**config.mk**
```make
export PLATFORM = sky130hd
export DESIGN_NAME = cp0_regfile
export DESIGN_NICKNAME = d
export VERILOG_FILES = /design/src/rtl/cp0_regfile.sv
export SDC_FILE = /design/constraint.sdc
export NUM_CORES = 1
export LEC_CHECK = 0
export BUFFER_PORTS_ARGS = -buffer_cell sky130_fd_sc_hd__buf_2
export CAP_MARGIN = 10
export CELL_PAD_IN_SITES_DETAIL_PLACEMENT = 2
export CELL_PAD_IN_SITES_GLOBAL_PLACEMENT = 2
export CORE_UTILIZATION = 19
export CTS_BUF_LIST = sky130_fd_sc_hd__clkbuf_16
export DETAILED_ROUTE_END_ITERATION = 10
export HOLD_SLACK_MARGIN = 0.05
export PLACE_DENSITY = 0.74
export RECOVER_POWER = 100
export SYNTH_ARGS = -nofsm -noshare
export SYNTH_HDL_FRONTEND = slang
export SYNTH_SLANG_ARGS = --single-unit
export TNS_END_PERCENT = 5
```
**constraint.sdc**
```tcl
create_clock -name clk -period 2.1 [get_ports clk]
set_clock_uncertainty 0.15 [all_clocks]
set_input_delay 0 -clock clk [delete_from_list [all_inputs] [get_ports clk]]
set_output_delay 0 -clock clk [all_outputs]
set_load 0.05 [all_outputs]
```
**src/rtl/cp0_regfile.sv**
```systemverilog
// CP0 system-control register file: Status, Cause, EPC, BadVAddr, PRId, plus Count/Compare timer.
// Optional timer (Count/Compare and Cause.TI) is enabled by defining CP0_TIMER_INT_EN.
module cp0_regfile #(
    parameter logic [31:0] PRID       = 32'h0001_8003,
    parameter logic [31:0] STATUS_RST = 32'h0040_0000
) (
    input  logic        clk,
    input  logic        rst,
    input  logic        we_i,
    input  logic [4:0]  waddr_i,
    input  logic [31:0] data_i,
    input  logic [4:0]  raddr_i,
    input  logic [5:0]  int_i,
    input  logic [31:0] except_type_i,
    input  logic [31:0] pc_i,
    input  logic        in_delayslot_i,
    input  logic [31:0] bad_addr_i,
    output logic [31:0] data_o,
    output logic [31:0] status_o,
    output logic [31:0] cause_o,
    output logic [31:0] epc_o,
    output logic [31:0] badvaddr_o,
    output logic [31:0] count_o,
    output logic [31:0] compare_o,
    output logic        timer_int_o
);

    localparam logic [31:0] STATUS_WMASK = 32'h0000_FF03;

    logic [31:0] status_reg, status_next;
    logic [31:0] epc_reg, epc_next;
    logic [31:0] badvaddr_reg, badvaddr_next;
    logic        cause_bd_reg, cause_bd_next;
    logic [5:0]  cause_ip_hw_reg;
    logic [1:0]  cause_ip_sw_reg, cause_ip_sw_next;
    logic [4:0]  exc_code_reg, exc_code_next;
    logic        cause_ti;
    logic [31:0] count_val;
    logic [31:0] compare_val;

    logic exc_taken;
    logic exc_is_eret;
    logic exc_addr_err;
    logic mtc0_ok;

    // A committed exception of any nonzero code squashes the mtc0 of the same cycle.
    always_comb begin
        exc_taken    = 1'b0;
        exc_is_eret  = (except_type_i == 32'h0000_000e);
        exc_addr_err = (except_type_i == 32'h0000_0004) || (except_type_i == 32'h0000_0005);
        case (except_type_i)
            32'h01, 32'h04, 32'h05, 32'h08, 32'h09, 32'h0a, 32'h0c: exc_taken = 1'b1;
            default: exc_taken = 1'b0;
        endcase
        mtc0_ok = we_i && (except_type_i == 32'h0);
    end

    always_comb begin
        status_next      = status_reg;
        epc_next         = epc_reg;
        badvaddr_next    = badvaddr_reg;
        cause_bd_next    = cause_bd_reg;
        cause_ip_sw_next = cause_ip_sw_reg;
        exc_code_next    = exc_code_reg;
        if (exc_taken) begin
            // Nested exceptions keep the original return address and BD flag.
            if (!status_reg[1]) begin
                epc_next      = in_delayslot_i ? (pc_i - 32'd4) : pc_i;
                cause_bd_next = in_delayslot_i;
            end
            status_next[1] = 1'b1;
            exc_code_next  = (except_type_i == 32'h01) ? 5'd0 : except_type_i[4:0];
            if (exc_addr_err) begin
                badvaddr_next = bad_addr_i;
            end
        end else if (exc_is_eret) begin
            status_next[1] = 1'b0;
        end else if (mtc0_ok) begin
            case (waddr_i)
                5'd12: status_next = (STATUS_RST & ~STATUS_WMASK) | (data_i & STATUS_WMASK);
                5'd13: cause_ip_sw_next = data_i[9:8];
                5'd14: epc_next = data_i;
                default: ;
            endcase
        end
    end

    always_ff @(posedge clk) begin
        if (rst) begin
            status_reg      <= STATUS_RST;
            epc_reg         <= 32'h0;
            badvaddr_reg    <= 32'h0;
            cause_bd_reg    <= 1'b0;
            cause_ip_hw_reg <= 6'h0;
            cause_ip_sw_reg <= 2'h0;
            exc_code_reg    <= 5'h0;
        end else begin
            status_reg      <= status_next;
            epc_reg         <= epc_next;
            badvaddr_reg    <= badvaddr_next;
            cause_bd_reg    <= cause_bd_next;
            cause_ip_hw_reg <= int_i;
            cause_ip_sw_reg <= cause_ip_sw_next;
            exc_code_reg    <= exc_code_next;
        end
    end

`ifdef CP0_TIMER_INT_EN
    logic [31:0] count_reg;
    logic [31:0] compare_reg;
    logic        phase_reg;
    logic        timer_reg;
    logic        wr_count;
    logic        wr_compare;

    assign wr_count   = mtc0_ok && (waddr_i == 5'd9);
    assign wr_compare = mtc0_ok && (waddr_i == 5'd11);

    // Count ticks at half the clock rate; a Count write overrides the tick but not the phase.
    always_ff @(posedge clk) begin
        if (rst) begin
            count_reg   <= 32'h0;
            compare_reg <= 32'h0;
            phase_reg   <= 1'b0;
            timer_reg   <= 1'b0;
        end else begin
            phase_reg <= ~phase_reg;
            if (wr_count) begin
                count_reg <= data_i;
            end else if (phase_reg) begin
                count_reg <= count_reg + 32'd1;
            end
            if (wr_compare) begin
                compare_reg <= data_i;
                timer_reg   <= 1'b0;
            end else if ((count_reg == compare_reg) && (compare_reg != 32'h0)) begin
                timer_reg <= 1'b1;
            end
        end
    end

    assign count_val   = count_reg;
    assign compare_val = compare_reg;
    assign cause_ti    = timer_reg;
`else
    assign count_val   = 32'h0;
    assign compare_val = 32'h0;
    assign cause_ti    = 1'b0;
`endif

    assign status_o    = status_reg;
    assign cause_o     = {cause_bd_reg, cause_ti, 14'h0, cause_ip_hw_reg, cause_ip_sw_reg,
                          1'b0, exc_code_reg, 2'b00};
    assign epc_o       = epc_reg;
    assign badvaddr_o  = badvaddr_reg;
    assign count_o     = count_val;
    assign compare_o   = compare_val;
    assign timer_int_o = cause_ti;

    logic [31:0] reg_view [0:31];

    genvar gi;
    generate
        for (gi = 0; gi < 32; gi++) begin : g_view
            if (gi == 8) begin : g_bad
                assign reg_view[gi] = badvaddr_reg;
            end else if (gi == 9) begin : g_cnt
                assign reg_view[gi] = count_val;
            end else if (gi == 11) begin : g_cmp
                assign reg_view[gi] = compare_val;
            end else if (gi == 12) begin : g_sts
                assign reg_view[gi] = status_o;
            end else if (gi == 13) begin : g_cau
                assign reg_view[gi] = cause_o;
            end else if (gi == 14) begin : g_epc
                assign reg_view[gi] = epc_reg;
            end else if (gi == 15) begin : g_prid
                assign reg_view[gi] = PRID;
            end else begin : g_zero
                assign reg_view[gi] = 32'h0;
            end
        end
    endgenerate

    assign data_o = reg_view[raddr_i];

endmodule

```
==> results of run 1 <==
==> through the flow <==
stage / hold WS, ns / total power, mW
6_report: 0.0573 / 4.34
5_1_grt: 0.0646 / 4.52
4_1_cts: 0.0534 / 4.39
3_5_place_dp: 0.0654 / 2.60
3_3_place_gp: 0.0624 / 2.59
2_1_floorplan: -0.0218 / 2.47
==> cell usage in the layout (no fill, tap or decap), drive strengths merged, types with 16 or more instances in the layout <==
cell type / instances
nand2: 120
a21oi: 73
xnor2: 17
clkbuf: 114
dfxtp: 88
nor3: 16
buf: 220
nor2: 71
o21ai: 21
conb: 105
nor4: 21
mux2i: 29
a22oi: 28
dlygate4sd3: 100
==> cell families (layout without fill, tap and decap cells) <==
logic type	after synthesis	after routing
flip-flops	88	88
AO/OA/AOI/OAI	148	149
XOR/XNOR	25	25
multiplexers	41	41
other	2	106
buffers and inverters	160	448
AND/OR/NAND/NOR	278	278
adder cells (fa/ha/maj)	1	1
==> worst max-delay path, stage by stage <==
cell and delay [ns]:
dlygate4sd3_1 0.58, buf_2 0.18, nor4_4 0.30, nand2_2 0.17, buf_4 0.18, or3_1 0.33
nand3_1 0.14, o211ai_1 0.14, a21oi_1 0.16
==> final cells by class <==
type	count	area [sq um]	area share, %
Multi-Input combinational cell	599	3380	39.2
Timing Repair Buffer	425	2700	31.3
Sequential cell	88	1760	20.4
Tap cell	384	480	5.57
Clock buffer	9	225	2.61
Clock inverter	7	55.1	0.638
Inverter	7	26.3	0.305
Antenna cell	1	2.50	0.0290
==> metal layers <==
layer | wire length (um) | up-vias | GRT usage (%)
met1 | 12800 | 3208 | 23.1
met5 | 0 | - | 0
met4 | 711 | 0 | 6.16
li1 | - | 3121 | -
met3 | 1450 | 37 | 3.13
met2 | 14600 | 251 | 33.1
==> power breakdown <==
| group | total, mW | internal (mW) | switching, mW |
|---|---|---|---|
| Sequential | 1.68 | 1.67 | 0.00328 |
| Clock | 1.61 | 0.819 | 0.786 |
| Combinational | 1.05 | 0.321 | 0.732 |
| Total | 4.34 | 2.81 | 1.52 |
==> what timing repair did <==
action,CTS,global route
hold buffers,99,1
setup endpoints to repair,5,25
endpoints found under the hold margin,86,1
pin swaps,1,3
setup buffers,0,3
gates cloned,1,0
gates resized for setup,1,12
==> worst paths after layout <==
kind	end	start	slack, ns	depth (start not counted)
setup / recovery	epc_o[23]$_SDFFE_PP0P_	pc_i[18]	0.05	9
setup reg to reg	epc_o[0]$_SDFFE_PP0P_	status_o[1]$_SDFFE_PP0P_	0.10	9
hold reg to reg	badvaddr_o[24]$_SDFFE_PP0P_	badvaddr_o[24]$_SDFFE_PP0P_	0.32	2
hold / removal	status_o[1]$_SDFFE_PP0P_	except_type_i[1]	0.06	4
==> flow_summary.json, run 1 <==
{
  "outcome": "complete, no violations",
  "io_buffers": 267,
  "hold_class": "primary input to register",
  "synth.area.top_cells": "dfxtp_1 31%, buf_4 14%, nand2_1 7.9%",
  "dpl_cell_area_sq_um": 7370,
  "hold_viol_final": 0,
  "clk_pin_slew_ns": 0.07,
  "min_period_ns": 2.05,
  "initial_core_util_pct": 19.5,
  "synthAdderAreaFrac_pct": 0.221,
  "seq_area_frac_synth_pct": 31.1,
  "cp-start-kind": "primary input",
  "end_kind": "register",
  "clock_sinks": 88,
  "cp_max_fo": 7,
  "synth-compound-area-share_pct": 16.0,
  "setup_viol": 0,
  "yosys_warnings": 0,
  "synth_flop_cell": "dfxtp_1",
  "synth_edf_count": 0,
  "dp_hpwl_um": 21700,
  "num-fill-cells": 3494,
  "vias_per_cell": 4.35,
  "relSlewSlack_pct": 50.5,
  "grt_first_pass_wirelength_um": 43400,
  "grt_overflow": 0,
  "root_buffer": "clkbuf_16",
  "synth_largest_area_cell": "dfxtp_1",
  "synth_top_family_by_area": "simple AND/OR/NAND/NOR gates",
  "layout_setup_ws_ns": 0.0477,
  "ant_nets": 0,
  "die_y_um": 175,
  "htreeDepth": 3,
  "fmax_ghz": 0.487,
  "syn_avg_cell_area_sq_um": 7.63,
  "synth_top_area_share_pct": 31.1,
  "rsz0062_at_grt": "true",
  "die_area_sq_um": 30500,
  "p_per_area_nw_per_um2": 503,
  "grt_pass1_vias": 6984,
  "crit_type": "primary input to register",
  "async_flop_share_pct": 0,
  "crit_arrival_ns": 2.18,
  "tns_ns": 0,
  "synthMuxAreaShare_pct": 7.50,
  "drt_iter0_drc": 241,
  "place_ws_ns": -0.374,
  "maxCapViolations": 0,
  "clock_latency_ns": 0.35,
  "yosys.area_share.simple_pct": 23.1,
  "syn_to_final_growth_pct": 52.1,
  "antenna_found_initial": 2,
  "postSynthCellCount": 743,
  "cts_buffer_depth": 2,
  "wl_per_cell_um": 19.5,
  "grt_max_degree": 45,
  "synthesis.area_sq_um": 5670,
  "ys_top_cells_by_count": "120 x nand2_1, 109 x buf_4, 88 x dfxtp_1, 71 x a21oi_1, 71 x nor2_1",
  "final_core_util_pct": 29.7,
  "fin_crit_sh_pct": 97.7,
  "routed_wl_um": 29600,
  "synthXorXnorAreaFrac_pct": 3.86,
  "route.detailed.drc": 0,
  "yosysUniqueCellTypes": 53,
  "irDropWorstVdd_mv": 0.260,
  "place_congestion": 0.804,
  "cts_inserted_buffers": 9,
  "layoutNonFillerInstCount": 1520,
  "tightest_slew_ns": 0.743,
  "placementRows": 62,
  "via_count": 6617,
  "core_area_sq_um": 29000,
  "yosysMostFrequentCell": "nand2_1",
  "final_nets": 1279,
  "drive_above_1_share_pct": 24.6,
  "num_io_pins": 373,
  "required_ns": 2.23,
  "dr.pass1.iters": 4,
  "cts_tree": "done",
  "final_area_sq_um": 8630,
  "die_x_um": 175,
  "power_leakage_nw": 3.46,
  "grt_usage_pct": 18.8,
  "place_inst": 1399,
  "slew_viol_final": 0,
  "ys_ff_latch": 88
}
Note: power is estimated with default switching activity, not from simulation.
==> inputs of run 2 (changes only) <==
PLACE_DENSITY = default   (was 0.74)
PLACE_DENSITY_LB_ADDON = 0.1   (was default)
==> run 2 against run 1 <==
Net effect: clock power shrank 4%; critical endpoint is now data_o[13]; highest routed layer unchanged; sequential cell count is the same; final cell count shrank 0.92%.
==> flow_summary.json, run 2 (synthesis gave the netlist of run 1 again) <==
{
  "outcome": "complete, no violations",
  "rsz0062_at_grt": "true",
  "relSlewSlack_pct": 57.4,
  "power_leakage_nw": 3.79,
  "root_buffer": "clkbuf_16",
  "maxCapViolations": 0,
  "cts_tree": "done",
  "grt_overflow": 0,
  "min_period_ns": 2.04,
  "irDropWorstVdd_mv": 0.312,
  "final_cell_mix": "255 x buf_2, 119 x nand2_1, 105 x conb_1",
  "htreeDepth": 3,
  "hold_viol_final": 0,
  "crit_type": "register to primary output",
  "cp-startpoint": "epc_o[13]$_SDFFE_PP0P_",
  "routed_wl_um": 28000,
  "multiInputGateArea_sq_um": 3340,
  "setup_viol": 0,
  "place_congestion": 0.782,
  "cp_max_fo": 3,
  "intPower_mw": 2.78,
  "seq_area_sq_um": 1760,
  "r2r-start": "status_o[1]$_SDFFE_PP0P_",
  "route.detailed.drc": 0,
  "io_buffers": 267,
  "power.share.switching_pct": 34.5,
  "tightest_slew_ns": 0.641,
  "drt_iter0_drc": 234,
  "num-fill-cells": 3529,
  "die_x_um": 175,
  "initial_core_util_pct": 19.5,
  "mostFrequentLayoutCell": "buf_2",
  "dpl_cell_area_sq_um": 7380,
  "p_per_area_nw_per_um2": 495,
  "crit_chain": "mux2i_1 -> o21ai_0 -> a22oi_1 -> nor2_1 -> buf_2",
  "pwr-share-clk_pct": 36.5,
  "cp-start-kind": "register",
  "setup.reg_to_reg.worst_slack_ns": 0.15,
  "cpMaxStageDelayCell": "o21ai_0",
  "antenna_found_initial": 0,
  "pwr-share-comb_pct": 24.1,
  "clk_pin_slew_ns": 0.07,
  "wl_per_cell_um": 18.6,
  "final_area_sq_um": 8600,
  "clock_sinks": 88,
  "core_area_sq_um": 29000,
  "die_area_sq_um": 30500,
  "ant_nets": 0,
  "vias_per_cell": 4.21,
  "placementRows": 62,
  "fmax_ghz": 0.491,
  "crit_arrival_ns": 1.89,
  "via_count": 6337,
  "final_nets": 1266,
  "post_cts_buffers": 0,
  "cpPeakStageDelay_ns": 0.43,
  "net-switching-power_mw": 1.47,
  "die_y_um": 175,
  "hold_class": "primary input to register",
  "tns_ns": 0,
  "cts_buffer_depth": 2,
  "grt_usage_pct": 17.6,
  "slew_viol_final": 0,
  "clock_latency_ns": 0.34,
  "grt_pass1_vias": 6570,
  "drive_above_1_share_pct": 31.8,
  "pwr-share-seq_pct": 39.4,
  "dr.pass1.iters": 4,
  "holdCritStartpoint": "pc_i[25]",
  "num_io_pins": 373,
  "dp_hpwl_um": 21700,
  "required_ns": 1.95,
  "antenna_cells": 0,
  "fin_crit_sh_pct": 97.0,
  "grt_first_pass_wirelength_um": 40800,
  "grt_max_degree": 48,
  "cts_inserted_buffers": 9,
  "fin_total_pwr_mw": 4.25,
  "end_kind": "primary output",
  "syn_to_final_growth_pct": 51.6
}
run 2: cell count changes in the layout (fill, tap and decap cells not counted), moves of 4 or more:
cell / before / now
dlygate4sd3_1: 100 / 92
nor4_2: 6 / 2
nor4_1: 13 / 17
buf_4: 55 / 48
clkbuf_1: 103 / 11
buf_2: 160 / 255
run 2: area by class of cell:
| type | count | area share (%) |
|---|---|---|
| Inverter | 7 | 0.306 |
| Multi-Input combinational cell | 599 | 38.9 |
| Clock buffer | 9 | 2.62 |
| Tap cell | 384 | 5.59 |
| Sequential cell | 88 | 20.5 |
| Timing Repair Buffer | 412 | 31.5 |
| Clock inverter | 7 | 0.568 |
run 2: metrics by stage:
| step | utilization [%] | hold WS (ns) | worst slack, ns | std cells |
|---|---|---|---|---|
| 6_report | 29.6 | 0.0764 | 0.0636 | 1506 |
| 5_1_grt | 29.6 | 0.0981 | -0.00756 | 1506 |
| 4_1_cts | 29.6 | 0.0581 | 0.0175 | 1505 |
| 3_5_place_dp | 25.4 | 0.0661 | -0.297 | 1397 |
| 3_3_place_gp | 25.4 | 0.0625 | -0.248 | 1397 |
| 2_1_floorplan | - | -0.0218 | -0.0703 | 846 |
run 2: worst paths after layout:
check | cells past startpoint | to
worst max-delay path | 5 | data_o[13]
worst min-delay path | 5 | epc_o[25]$_SDFFE_PP0P_
worst max register to register | 8 | epc_o[1]$_SDFFE_PP0P_
worst min register to register | 2 | epc_o[8]$_SDFFE_PP0P_
run 2: per-layer routing:
layer	part of all wire, %	vias to the layer above	wire (um)	GRT usage, %
li1	-	3089	-	-
met1	46	2992	13000	23.7
met2	47	238	13200	29.3
met3	5.4	18	1520	2.83
met4	1.1	0	299	3.91
met5	0	-	0	0
run 2: what timing repair did:
item	4_1_cts	5_1_grt
endpoints found under the hold margin	88	0
gates resized for setup	1	6
hold buffers	92	0
cloned	0	1
endpoints found under the setup margin	1	32
run 2: power by group through the flow:
stage / Sequential (mW) / Combinational (mW) / Clock (mW)
finish: 1.68 / 1.03 / 1.55
floorplan: 1.74 / 0.732 / 0
global route: 1.68 / 1.08 / 1.67
global placement: 1.72 / 0.879 / 0
detailed placement: 1.72 / 0.881 / 0
CTS: 1.68 / 1.02 / 1.62
run 2: worst max-delay path, delay by kind of cell (launching register included):
family | cells | cell delay (ns)
AO/OA/AOI/OAI | 2 | 0.55
buffers and inverters | 1 | 0.28
flip-flops | 1 | 0.37
multiplexers | 1 | 0.18
AND/OR/NAND/NOR | 1 | 0.15
